### src/rtl/p88_image_loader_if.sv
// p88_image_loader_if -- download/write bus of the program-image loader.
//
// Carries the ioctl download handshake (byte stream in, ioctl_wait back)
// and the memory write port (address, data, strobe, target select).
//   master : the image source / memory side (drives ioctl_*, observes mem_*)
//   slave  : the loader (consumes ioctl_*, drives ioctl_wait and mem_*)
interface p88_image_loader_if #(
  parameter int ADDR_W = 18
);
  logic              ioctl_download;
  logic              ioctl_wr;
  logic [7:0]        ioctl_dout;
  logic              ioctl_wait;
  logic [ADDR_W-1:0] mem_addr;
  logic [7:0]        mem_din;
  logic              mem_wr;
  logic              mem_sel;

  modport master (
    output ioctl_download, ioctl_wr, ioctl_dout,
    input  ioctl_wait, mem_addr, mem_din, mem_wr, mem_sel
  );

  modport slave (
    input  ioctl_download, ioctl_wr, ioctl_dout,
    output ioctl_wait, mem_addr, mem_din, mem_wr, mem_sel
  );
endinterface

### src/rtl/p88_image_loader.sv
// p88_image_loader -- parses the ioctl download byte stream.
//
// Records: C8 = section (header + data bytes copied to DRAM),
//          C9 = fill (len copies of one value to DRAM),
//          CA = boot vector (far JMP EA,offL,offH,segL,segH to boot ROM 0..4).
// Ports:
//   clk_sys    : system clock
//   reset      : synchronous, active-high
//   bus        : p88_image_loader_if.slave (ioctl_* in, ioctl_wait/mem_* out)
//   load_reset : system reset request, high while a download is in progress
//   sections   : completed C8/C9 records this download (saturating)
//   boot_set   : a CA record completed this download
//   error      : sticky until the next download starts
// Every byte write holds mem_wr for WR_CYCLES cycles followed by one gap
// cycle; ioctl_wait covers both, so the next byte lands no earlier than
// WR_CYCLES+2 cycles after the previous one.
module p88_image_loader #(
  parameter int ADDR_W    = 18,
  parameter int LEN_W     = 16,
  parameter int WR_CYCLES = 1,
  parameter int BOOT_AW   = 3
) (
  input  logic                 clk_sys,
  input  logic                 reset,
  p88_image_loader_if.slave    bus,
  output logic                 load_reset,
  output logic [7:0]           sections,
  output logic                 boot_set,
  output logic                 error
);

  typedef enum logic [2:0] {
    S_IDLE, S_CMD, S_SEC_HDR, S_SEC_DATA, S_FILL_HDR, S_BOOT_HDR, S_RUN, S_ERR
  } state_t;

  state_t            state_r;
  logic              dl_prev_r;
  logic [2:0]        hdr_idx_r;
  logic [7:0]        lo_r;        // low byte of the 16-bit header field in progress
  logic [15:0]       seg_r;
  logic [15:0]       off_r;
  logic [LEN_W-1:0]  len_r;       // bytes still to write
  logic [ADDR_W-1:0] addr_r;      // next write address (boot index during CA)
  logic [7:0]        fill_val_r;
  logic [2:0]        wr_cnt_r;    // strobe cycles remaining
  logic              gap_r;       // the one idle cycle after each strobe
  logic              wait_r;
  logic              mem_wr_r;
  logic              mem_sel_r;
  logic [ADDR_W-1:0] mem_addr_r;
  logic [7:0]        mem_din_r;
  logic              load_reset_r;
  logic [7:0]        sections_r;
  logic              boot_set_r;
  logic              error_r;

  logic              rise_s;
  logic              fall_s;
  logic              acc_s;
  logic [15:0]       hdr16_s;
  logic [LEN_W-1:0]  len_new_s;
  logic [19:0]       lin20_s;
  logic [ADDR_W-1:0] lin_addr_s;
  logic [7:0]        run_data_s;

  function automatic logic [7:0] sat_inc(input logic [7:0] v);
    return (v == 8'hFF) ? v : v + 8'd1;
  endfunction

  // Far-JMP vector bytes in boot-ROM order.
  function automatic logic [7:0] boot_byte(input logic [2:0] idx,
                                           input logic [15:0] seg,
                                           input logic [15:0] off);
    logic [7:0] b;
    case (idx)
      3'd0:    b = 8'hEA;
      3'd1:    b = off[7:0];
      3'd2:    b = off[15:8];
      3'd3:    b = seg[7:0];
      3'd4:    b = seg[15:8];
      default: b = 8'h00;
    endcase
    return b;
  endfunction

  // Edge detection, byte acceptance and header/address arithmetic.
  always_comb begin
    rise_s     = bus.ioctl_download & ~dl_prev_r;
    fall_s     = ~bus.ioctl_download & dl_prev_r;
    acc_s      = bus.ioctl_wr & ~wait_r;
    hdr16_s    = {bus.ioctl_dout, lo_r};
    len_new_s  = LEN_W'(hdr16_s);
    lin20_s    = {seg_r, 4'h0} + {4'h0, off_r};
    lin_addr_s = ADDR_W'(lin20_s);
    if (mem_sel_r) begin
      run_data_s = boot_byte(addr_r[2:0], seg_r, off_r);
    end else begin
      run_data_s = fill_val_r;
    end
  end

  // Loader state machine, write engine and status registers.
  always_ff @(posedge clk_sys) begin
    if (reset) begin
      state_r      <= S_IDLE;
      dl_prev_r    <= 1'b0;
      hdr_idx_r    <= 3'd0;
      lo_r         <= 8'h00;
      seg_r        <= 16'h0000;
      off_r        <= 16'h0000;
      len_r        <= '0;
      addr_r       <= '0;
      fill_val_r   <= 8'h00;
      wr_cnt_r     <= 3'd0;
      gap_r        <= 1'b0;
      wait_r       <= 1'b0;
      mem_wr_r     <= 1'b0;
      mem_sel_r    <= 1'b0;
      mem_addr_r   <= '0;
      mem_din_r    <= 8'h00;
      load_reset_r <= 1'b0;
      sections_r   <= 8'h00;
      boot_set_r   <= 1'b0;
      error_r      <= 1'b0;
    end else begin
      dl_prev_r <= bus.ioctl_download;
      if (fall_s) begin
        // Download ended: abort any write; mid-record means truncated image.
        load_reset_r <= 1'b0;
        state_r      <= S_IDLE;
        wait_r       <= 1'b0;
        mem_wr_r     <= 1'b0;
        gap_r        <= 1'b0;
        mem_sel_r    <= 1'b0;
        if (state_r != S_CMD && state_r != S_IDLE) begin
          error_r <= 1'b1;
        end
      end else if (rise_s) begin
        load_reset_r <= 1'b1;
        state_r      <= S_CMD;
        sections_r   <= 8'h00;
        boot_set_r   <= 1'b0;
        error_r      <= 1'b0;
        wait_r       <= 1'b0;
        mem_wr_r     <= 1'b0;
        gap_r        <= 1'b0;
        mem_sel_r    <= 1'b0;
        hdr_idx_r    <= 3'd0;
      end else if (mem_wr_r) begin
        // Strobe phase; address/length advance as the strobe ends.
        if (wr_cnt_r == 3'd1) begin
          mem_wr_r <= 1'b0;
          gap_r    <= 1'b1;
          addr_r   <= addr_r + ADDR_W'(1);
          len_r    <= len_r - LEN_W'(1);
        end else begin
          wr_cnt_r <= wr_cnt_r - 3'd1;
        end
      end else if (gap_r) begin
        gap_r <= 1'b0;
        if (state_r == S_RUN && len_r != '0) begin
          // Fill/boot runs chain the next write straight out of the gap.
          mem_wr_r   <= 1'b1;
          wr_cnt_r   <= 3'(WR_CYCLES);
          mem_addr_r <= mem_sel_r ? ADDR_W'(addr_r[BOOT_AW-1:0]) : addr_r;
          mem_din_r  <= run_data_s;
        end else begin
          wait_r <= 1'b0;
          case (state_r)
            S_SEC_DATA: begin
              if (len_r == '0) begin
                sections_r <= sat_inc(sections_r);
                state_r    <= S_CMD;
              end else begin
                state_r <= S_SEC_DATA;
              end
            end
            S_RUN: begin
              if (mem_sel_r) begin
                boot_set_r <= 1'b1;
              end else begin
                sections_r <= sat_inc(sections_r);
              end
              mem_sel_r <= 1'b0;
              state_r   <= S_CMD;
            end
            default: state_r <= state_r;
          endcase
        end
      end else if (acc_s) begin
        case (state_r)
          S_CMD: begin
            hdr_idx_r <= 3'd0;
            case (bus.ioctl_dout)
              8'hC8:   state_r <= S_SEC_HDR;
              8'hC9:   state_r <= S_FILL_HDR;
              8'hCA:   state_r <= S_BOOT_HDR;
              default: begin
                state_r <= S_ERR;
                error_r <= 1'b1;
              end
            endcase
          end
          S_SEC_HDR: begin
            // segL segH offL offH skip skip lenL lenH
            hdr_idx_r <= hdr_idx_r + 3'd1;
            case (hdr_idx_r)
              3'd1:    seg_r <= hdr16_s;
              3'd3:    off_r <= hdr16_s;
              3'd5:    lo_r  <= lo_r;
              3'd7: begin
                len_r  <= len_new_s;
                addr_r <= lin_addr_s;
                if (len_new_s == '0) begin
                  sections_r <= sat_inc(sections_r);
                  state_r    <= S_CMD;
                end else begin
                  state_r <= S_SEC_DATA;
                end
              end
              default: lo_r <= bus.ioctl_dout;
            endcase
          end
          S_SEC_DATA: begin
            mem_wr_r   <= 1'b1;
            wait_r     <= 1'b1;
            wr_cnt_r   <= 3'(WR_CYCLES);
            mem_addr_r <= addr_r;
            mem_din_r  <= bus.ioctl_dout;
            mem_sel_r  <= 1'b0;
          end
          S_FILL_HDR: begin
            // segL segH offL offH lenL lenH value
            hdr_idx_r <= hdr_idx_r + 3'd1;
            case (hdr_idx_r)
              3'd1: seg_r <= hdr16_s;
              3'd3: off_r <= hdr16_s;
              3'd5: len_r <= len_new_s;
              3'd6: begin
                fill_val_r <= bus.ioctl_dout;
                addr_r     <= lin_addr_s;
                if (len_r == '0) begin
                  sections_r <= sat_inc(sections_r);
                  state_r    <= S_CMD;
                end else begin
                  state_r    <= S_RUN;
                  wait_r     <= 1'b1;
                  mem_wr_r   <= 1'b1;
                  wr_cnt_r   <= 3'(WR_CYCLES);
                  mem_addr_r <= lin_addr_s;
                  mem_din_r  <= bus.ioctl_dout;
                  mem_sel_r  <= 1'b0;
                end
              end
              default: lo_r <= bus.ioctl_dout;
            endcase
          end
          S_BOOT_HDR: begin
            // segL segH offL offH, then five vector writes to boot ROM 0..4
            hdr_idx_r <= hdr_idx_r + 3'd1;
            case (hdr_idx_r)
              3'd1: seg_r <= hdr16_s;
              3'd3: begin
                off_r      <= hdr16_s;
                addr_r     <= '0;
                len_r      <= LEN_W'(5);
                state_r    <= S_RUN;
                wait_r     <= 1'b1;
                mem_sel_r  <= 1'b1;
                mem_wr_r   <= 1'b1;
                wr_cnt_r   <= 3'(WR_CYCLES);
                mem_addr_r <= '0;
                mem_din_r  <= 8'hEA;
              end
              default: lo_r <= bus.ioctl_dout;
            endcase
          end
          default: state_r <= state_r;
        endcase
      end else begin
        state_r <= state_r;
      end
    end
  end

  assign bus.ioctl_wait = wait_r;
  assign bus.mem_wr     = mem_wr_r;
  assign bus.mem_sel    = mem_sel_r;
  assign bus.mem_addr   = mem_addr_r;
  assign bus.mem_din    = mem_din_r;
  assign load_reset     = load_reset_r;
  assign sections       = sections_r;
  assign boot_set       = boot_set_r;
  assign error          = error_r;

endmodule

### src/flat_wrapper.sv
// flat-port wrapper written by rule: the top's interface ports become plain ports
module p88_image_loader_flat 
#(
  parameter int ADDR_W    = 18,
  parameter int LEN_W     = 16,
  parameter int WR_CYCLES = 1,
  parameter int BOOT_AW   = 3
)
  (clk_sys, reset, load_reset, sections, boot_set, error, bus_ioctl_download, bus_ioctl_wr, bus_ioctl_dout, bus_ioctl_wait, bus_mem_addr, bus_mem_din, bus_mem_wr, bus_mem_sel);
  p88_image_loader_if #(.ADDR_W(ADDR_W)) bus_i ();
  input  logic clk_sys;
  input  logic reset;
  output logic load_reset;
  output logic [7:0] sections;
  output logic boot_set;
  output logic error;
  input wire logic [$bits(bus_i.ioctl_download)-1:0] bus_ioctl_download;
  input wire logic [$bits(bus_i.ioctl_wr)-1:0] bus_ioctl_wr;
  input wire logic [$bits(bus_i.ioctl_dout)-1:0] bus_ioctl_dout;
  output wire logic [$bits(bus_i.ioctl_wait)-1:0] bus_ioctl_wait;
  output wire logic [$bits(bus_i.mem_addr)-1:0] bus_mem_addr;
  output wire logic [$bits(bus_i.mem_din)-1:0] bus_mem_din;
  output wire logic [$bits(bus_i.mem_wr)-1:0] bus_mem_wr;
  output wire logic [$bits(bus_i.mem_sel)-1:0] bus_mem_sel;
  assign bus_i.ioctl_download = bus_ioctl_download;
  assign bus_i.ioctl_wr = bus_ioctl_wr;
  assign bus_i.ioctl_dout = bus_ioctl_dout;
  assign bus_ioctl_wait = bus_i.ioctl_wait;
  assign bus_mem_addr = bus_i.mem_addr;
  assign bus_mem_din = bus_i.mem_din;
  assign bus_mem_wr = bus_i.mem_wr;
  assign bus_mem_sel = bus_i.mem_sel;
  p88_image_loader #(.ADDR_W(ADDR_W), .LEN_W(LEN_W), .WR_CYCLES(WR_CYCLES), .BOOT_AW(BOOT_AW)) u_core (.clk_sys(clk_sys), .reset(reset), .bus(bus_i), .load_reset(load_reset), .sections(sections), .boot_set(boot_set), .error(error));
endmodule
### config.mk
export PLATFORM = sky130hd
export DESIGN_NAME = p88_image_loader_flat
export DESIGN_NICKNAME = d
export VERILOG_FILES = /design/src/rtl/p88_image_loader_if.sv /design/src/rtl/p88_image_loader.sv /design/src/flat_wrapper.sv
export SDC_FILE = /design/constraint.sdc
export NUM_CORES = 1
export LEC_CHECK = 0
export BUFFER_PORTS_ARGS = -buffer_cell sky130_fd_sc_hd__buf_2
export CAP_MARGIN = 20
export CORE_MARGIN = 3
export CORE_UTILIZATION = 35
export CTS_BUF_LIST = sky130_fd_sc_hd__clkbuf_8
export DETAILED_ROUTE_END_ITERATION = 16
export PLACE_DENSITY = 0.55
export REMOVE_ABC_BUFFERS = 1
export SLEW_MARGIN = 15
export SYNTH_ARGS = -nofsm -noshare
export SYNTH_HDL_FRONTEND = slang
export SYNTH_SLANG_ARGS = --single-unit
### constraint.sdc
create_clock -name clk_sys -period 5.15 [get_ports clk_sys]
set_clock_uncertainty 0.1 [all_clocks]
set_input_delay 0.515 -clock clk_sys [delete_from_list [all_inputs] [get_ports clk_sys]]
set_output_delay 0.515 -clock clk_sys [all_outputs]
set_load 0.01 [all_outputs]
Word-level counts from Yosys, hierarchy flattened

Cells that the tools add are included.
Widths: inputs -> output; s select.

Flip-flop bits (word level): 133
Bits in latches: 0
RAM bits: 0
Memory bits (read-only): 0
Bits of input ports: 12
Word-level logic and storage cells: 257
Memories kept: 0

$add $sub $neg: 6
$mul: 0
Div/mod/pow operators: 0
Order comparisons: 0
Equality and inequality tests: 57
Shifts and indexed selects: 0
Muxes and demuxes: 114
Bitwise gates (word level): 10
Reduce and logical (&&, ||, !) cells: 49

Operators with widths:

| cell                  | count |
|---|---|
| $mux 18               | 13 |
| $mux 8                | 21 |
| $mux 16               | 7 |
| $pmux 18 s3           | 2 |
| $mux 3                | 19 |
| $pmux 16 s3           | 1 |
| $pmux 8 s3            | 2 |
| $reduce_and 9->1      | 5 |
| $pmux 8 s5            | 1 |
| $mux 1                | 36 |
| $eq 8x8->1 const B    | 4 |
| $logic_not 16->1      | 2 |
| $pmux 8 s2            | 2 |
| $reduce_and 7->1      | 4 |
| $ne 2x2->1 const B    | 12 |
| $ne 3x1->1 const B    | 8 |
| $ne 4x1->1 const B    | 6 |
| $reduce_and 8->1      | 3 |
| $eq 3x3->1 const B    | 7 |
| $reduce_bool 3->1     | 7 |
| $add 18x1->18 const B | 1 |
| $add 18x16->18        | 1 |
| $pmux 3 s3            | 2 |
| $reduce_bool 16->1    | 1 |
| other kinds (29)      | 69 |

Depth between registers and ports, before layout

Depth after elaboration: 9
Depth in mapped cells: 11
Gate-level depth less buffers: 10

Worst setup path after synthesis

Ideal clock, no wire load.

Path kind: input to register
From: input bus_ioctl_dout[3]
To: register u_core.sections_r[5] (netlist: u_core.sections[5])
Setup time: 91 ps
Arrival: 2303 ps
Required time: 4959 ps
Setup slack: 2656 ps
Cell stages on the path: 8
Buffers on the path: 1
Cells stage by stage: buf_6 > or4_1 > nor4_2 > nand4_1 > o41ai_4 > o21a_4 > a31oi_1 > a311oi_1

Longest elaborated chain between the ends: 3

RTL lines:

| item                        | line                    | source |
|---|---|---|
| start, declared             | flat_wrapper.sv:19      | `input wire logic [$bits(bus_i.ioctl_dout)-1:0] bus_ioctl_dout;` |
| $logic_not 16->1            | p88_image_loader.sv:214 | `if (len_new_s == '0) begin` |
| $ne 4x1->1 (no line)        | n/a                     |  |
| $reduce_and 10->1 (no line) | n/a                     |  |
| end signal, assigned        | p88_image_loader.sv:182 | `sections_r <= sat_inc(sections_r);` |
| end signal, assigned        | p88_image_loader.sv:215 | `sections_r <= sat_inc(sections_r);` |
| end signal, assigned        | p88_image_loader.sv:243 | `sections_r <= sat_inc(sections_r);` |
| end, declared               | p88_image_loader.sv:53  | `logic [7:0] sections_r;` |

No other way between the ends.
A chain may end at the register's enable or synchronous reset.

Worst setup path in the final report

From: register u_core.state_r[2]
To: register u_core.len_r[15]

Longest elaborated chain between the ends: 5
Elaborated cells on any way between the ends: 12

RTL lines:

| item                                            | line                    | source |
|---|---|---|
| start, declared                                 | p88_image_loader.sv:36  | `state_t state_r;` |
| start signal, assigned                          | p88_image_loader.sv:187 | `default: state_r <= state_r;` |
| start signal, assigned                          | p88_image_loader.sv:278 | `default: state_r <= state_r;` |
| start signal, assigned                          | p88_image_loader.sv:281 | `state_r <= state_r;` |
| $eq 3x3->1 / $eq 3x2->1 (equally long branches) | p88_image_loader.sv:191 | `case (state_r)` |
| $pmux 16 s3                                     | p88_image_loader.sv:191 |  |
| $mux 16                                         | p88_image_loader.sv:190 | `end else if (acc_s) begin` |
| $mux 16                                         | p88_image_loader.sv:159 | `end else if (gap_r) begin` |
| $mux 16                                         | p88_image_loader.sv:149 | `end else if (mem_wr_r) begin` |
| end signal, assigned                            | p88_image_loader.sv:155 | `len_r <= len_r - LEN_W'(1);` |
| end signal, assigned                            | p88_image_loader.sv:212 | `len_r <= len_new_s;` |
| end signal, assigned                            | p88_image_loader.sv:238 | `3'd5: len_r <= len_new_s;` |
| end, declared                                   | p88_image_loader.sv:42  | `logic [LEN_W-1:0] len_r;` |

Several ways; a longest one is shown, not always the timed one. The select of a mux whose other input is x is not followed.

==> summary.md <==
| Metric | Value |
|---|---|
| First-pass GRT wire length | `39000 um` |
| Minimum clock period | `3.30 ns` |
| H-tree level count | `4` |
| Die width | `156 um` |
| Final Worst Setup Slack | `1.85 ns` |
| Buffers from clock root to sink, at most | `2` |
| Antenna fix cells | `0` |
| Final setup viols | `0` |
| Dpl cells | `1284` |
| Crit end category | `register` |
| Routed WL per cell | `18.5 um` |
| Final std cells w/o fill | `1317` |
| Hold crit path type | `input port to register` |
| Peak supply drop | `0.000145 V` |
| Yosys warns | `0` |
| Worst EP required | `5.34 ns` |
| FMAX | `303 MHz` |
| Initial antenna violation count | `0` |
| Yosys top cell area share | `0.338` |
| Total power | `2120 uW` |
| DR DRC count | `0` |
| Commonest non-fill, non-tap cell in the layout | `nor2_1` |
| DIE HEIGHT | `156 um` |
| Count of cell types in the netlist | `74` |
| DRT iter0 DRCs | `709` |
| Slew HR | `0.276` |
| CP max stage delay | `0.81 ns` |
| Post-synth EDFFs | `0` |
| Switching share of power | `0.280` |
| Critical Path Start Type | `register` |
| Vias in the first global route | `6913` |
| Most frequent cells in the layout | `nor2_1 (148), dfxtp_1 (133), nand2_1 (101)` |
| # rows | `54` |
| Slew Viols, Final | `0` |
| Post-synthesis async set-or-reset flop share | `0` |
| Leading area contributor after synthesis | `dfxtp_1` |
| Final ANT Viol Nets | `0` |
| Worst EP arrival | `3.49 ns` |
| Total gr overflow | `0` |
| RR Startpoint | `u_core.state_r[2]$_SDFFE_PP0P_` |
| Clk sinks | `133` |
| Hold wc startpoint | `bus_ioctl_download` |
| Status | `finished clean` |
| WP buf/inv | `0` |
| Largest cells by area after synthesis | `dfxtp_1 (34%), nor2_1 (7.1%), a21oi_1 (5.9%)` |
| CTS tree | `done` |
| Root Buffer | `clkbuf_8` |
| RSZ-0062 raised after global routing | `no` |
| Post-Syn Area | `0.00787 mm2` |
| Delay-heaviest family, CP | `compound AO/OA/AOI/OAI gates` |
| Fin. Hold Viols | `0` |
| DIE AREA | `0.0243 mm2` |
| Net switching power | `593 uW` |
| Initial core utilization | `0.359` |
| Synthesized instance count | `1017` |
| Ys flop type | `dfxtp_1` |
| RePlAce Congestion | `0.881` |
| Total GRT Usage | `0.199` |
| Largest net degree at the start of global routing | `97` |
| Number of nets in the layout | `1066` |
| DP HPWL | `16700 um` |
| Internal power | `1530 uW` |
| Worst slack, placed | `1.79 ns` |
| Critical path peak fanout | `31` |
| WL final | `24400 um` |
| WS Path Type | `register to register` |
| Resized Gates After CTS | `0` |
| Port Buffers | `51` |
| Comb pwr share | `0.081` |
| Fin crit share | `0.640` |
| Seq/Total Area, Yosys | `0.338` |
| Layout cells sized above 1 | `0.102` |
| Clock slew at reported path FFs | `0.09 ns` |
| Clk_lat worst skew | `0.46 ns` |
| Vias per inst | `5.75` |
| WHS | `0.220 ns` |
| Core area | `0.0220 mm2` |
| Leakage Power | `0.00333 uW` |
| Syn_area_per_cell | `7.74 um2` |
| CP cell instances | `nand2b_1 -> a21oi_1 -> o311a_1 -> o21a_1 -> o21ai_0 -> o21ai_0 -> a21oi_1` |
| Via count | `7569` |
| First-pass iteration count of the detailed router | `6` |
| Hold buffers post-CTS | `0` |
| Setup_tns | `0 ns` |
| Yosys reg bits | `133` |
| Slew @ Worst Pin | `1.09 ns` |
| Post-CTS Setup Repair Bufs | `0` |
| Crit-path slowest cell | `o21a_1` |
| Area Growth Syn to Fin | `9.41%` |
| Clock share of power | `0.423` |
| Sequential Power Share | `0.496` |
| Num CTS Buffers | `17` |
| Top Ports | `52` |
| Pwr dens | `246 mW/mm2` |
| Critical path startpoint | `u_core.state_r[2]$_SDFFE_PP0P_` |
| Max-cap viol count | `0` |
-- cells in the mapped netlist, types with 6 or more instances --
master / n
nor2b_1: 9
ha_1: 29
nor3_1: 23
o21ai_0: 58
nor2_1: 149
a221oi_1: 6
a21o_1: 7
and2_1: 10
o31ai_1: 9
a211oi_1: 39
xor2_1: 8
and3_1: 7
o21a_1: 8
dfxtp_1: 133
nand2_1: 101
nand3_1: 26
mux2i_1: 37
a21oi_1: 93
clkbuf_1: 51
inv_1: 26
buf_2: 11
o22ai_1: 8
a31oi_1: 8
nand2b_1: 12
nand4_1: 11
a22oi_1: 25
-- worst register-to-register path, cell delays in order, from the launching register on --
cell and delay [ns]:
dfxtp_1 0.59, nand2b_1 0.48, a21oi_1 0.27, o311a_1 0.27
o21a_1 0.81, o21ai_0 0.30, o21ai_0 0.22, a21oi_1 0.08
-- power groups by stage --
stage	Combinational [uW]	Clock (uW)	Sequential (uW)
2_1_floorplan	93.5	0	1080
3_3_place_gp	171	0	1080
3_5_place_dp	171	0	1080
4_1_cts	172	919	1050
5_1_grt	190	954	1050
6_report	172	896	1050
-- sequential cells by signal, indices dropped and copies added (netlist names), 8 cells and up --
register             cells
u_core.len_r            16
u_core.bus.mem_addr     18
u_core.sections          8
u_core.off_r            16
u_core.addr_r           18
u_core.fill_val_r        8
u_core.lo_r              8
u_core.bus.mem_din       8
u_core.seg_r            16
-- through the flow --
step | utilization | area [um2]
after floorplan | - | 7540
after global placement | 0.374 | 8200
after detailed placement | 0.374 | 8210
after CTS | 0.392 | 8600
after global routing | 0.392 | 8610
final | 0.392 | 8610
-- final cells by class --
type	instances	area, um2
multi-input combinational	786	4780
clock buffer	17	234
sequential	133	2660
tap	280	350
timing repair buffer	60	330
inverter	26	97.6
fill	2259	13300
clock inverter	15	156
-- layer usage --
layer	up-vias	part of all wire	GRT usage
li1	3726	-	-
met1	3575	0.48	0.290
met2	239	0.45	0.305
met3	29	0.056	0.0344
met4	0	0.015	0.0475
met5	-	0	0
-- final timing paths --
check                                   endpoint  slack (ns)  depth (start not counted)
setup / recovery   u_core.len_r[15]$_SDFFE_PP0P_        1.85                          7
setup reg to reg   u_core.len_r[15]$_SDFFE_PP0P_        1.85                          7
hold / removal       u_core.dl_prev_r$_SDFF_PP0_        0.22                          3
hold reg to reg   u_core.load_reset$_SDFFE_PP0P_        0.37                          1
-- kinds of logic after synthesis --
kind of cell               after synthesis  synth area share
AOI/OAI and AO/OA                      322             0.272
muxes                                   37            0.0470
DFF                                    133             0.338
adders and majority gates               30            0.0486
xor gates and xnor gates                12            0.0134
buffers and inverters                   98            0.0547
and+or+nand+nor                        385             0.226
No activity file was read; power rests on OpenSTA's default activity.
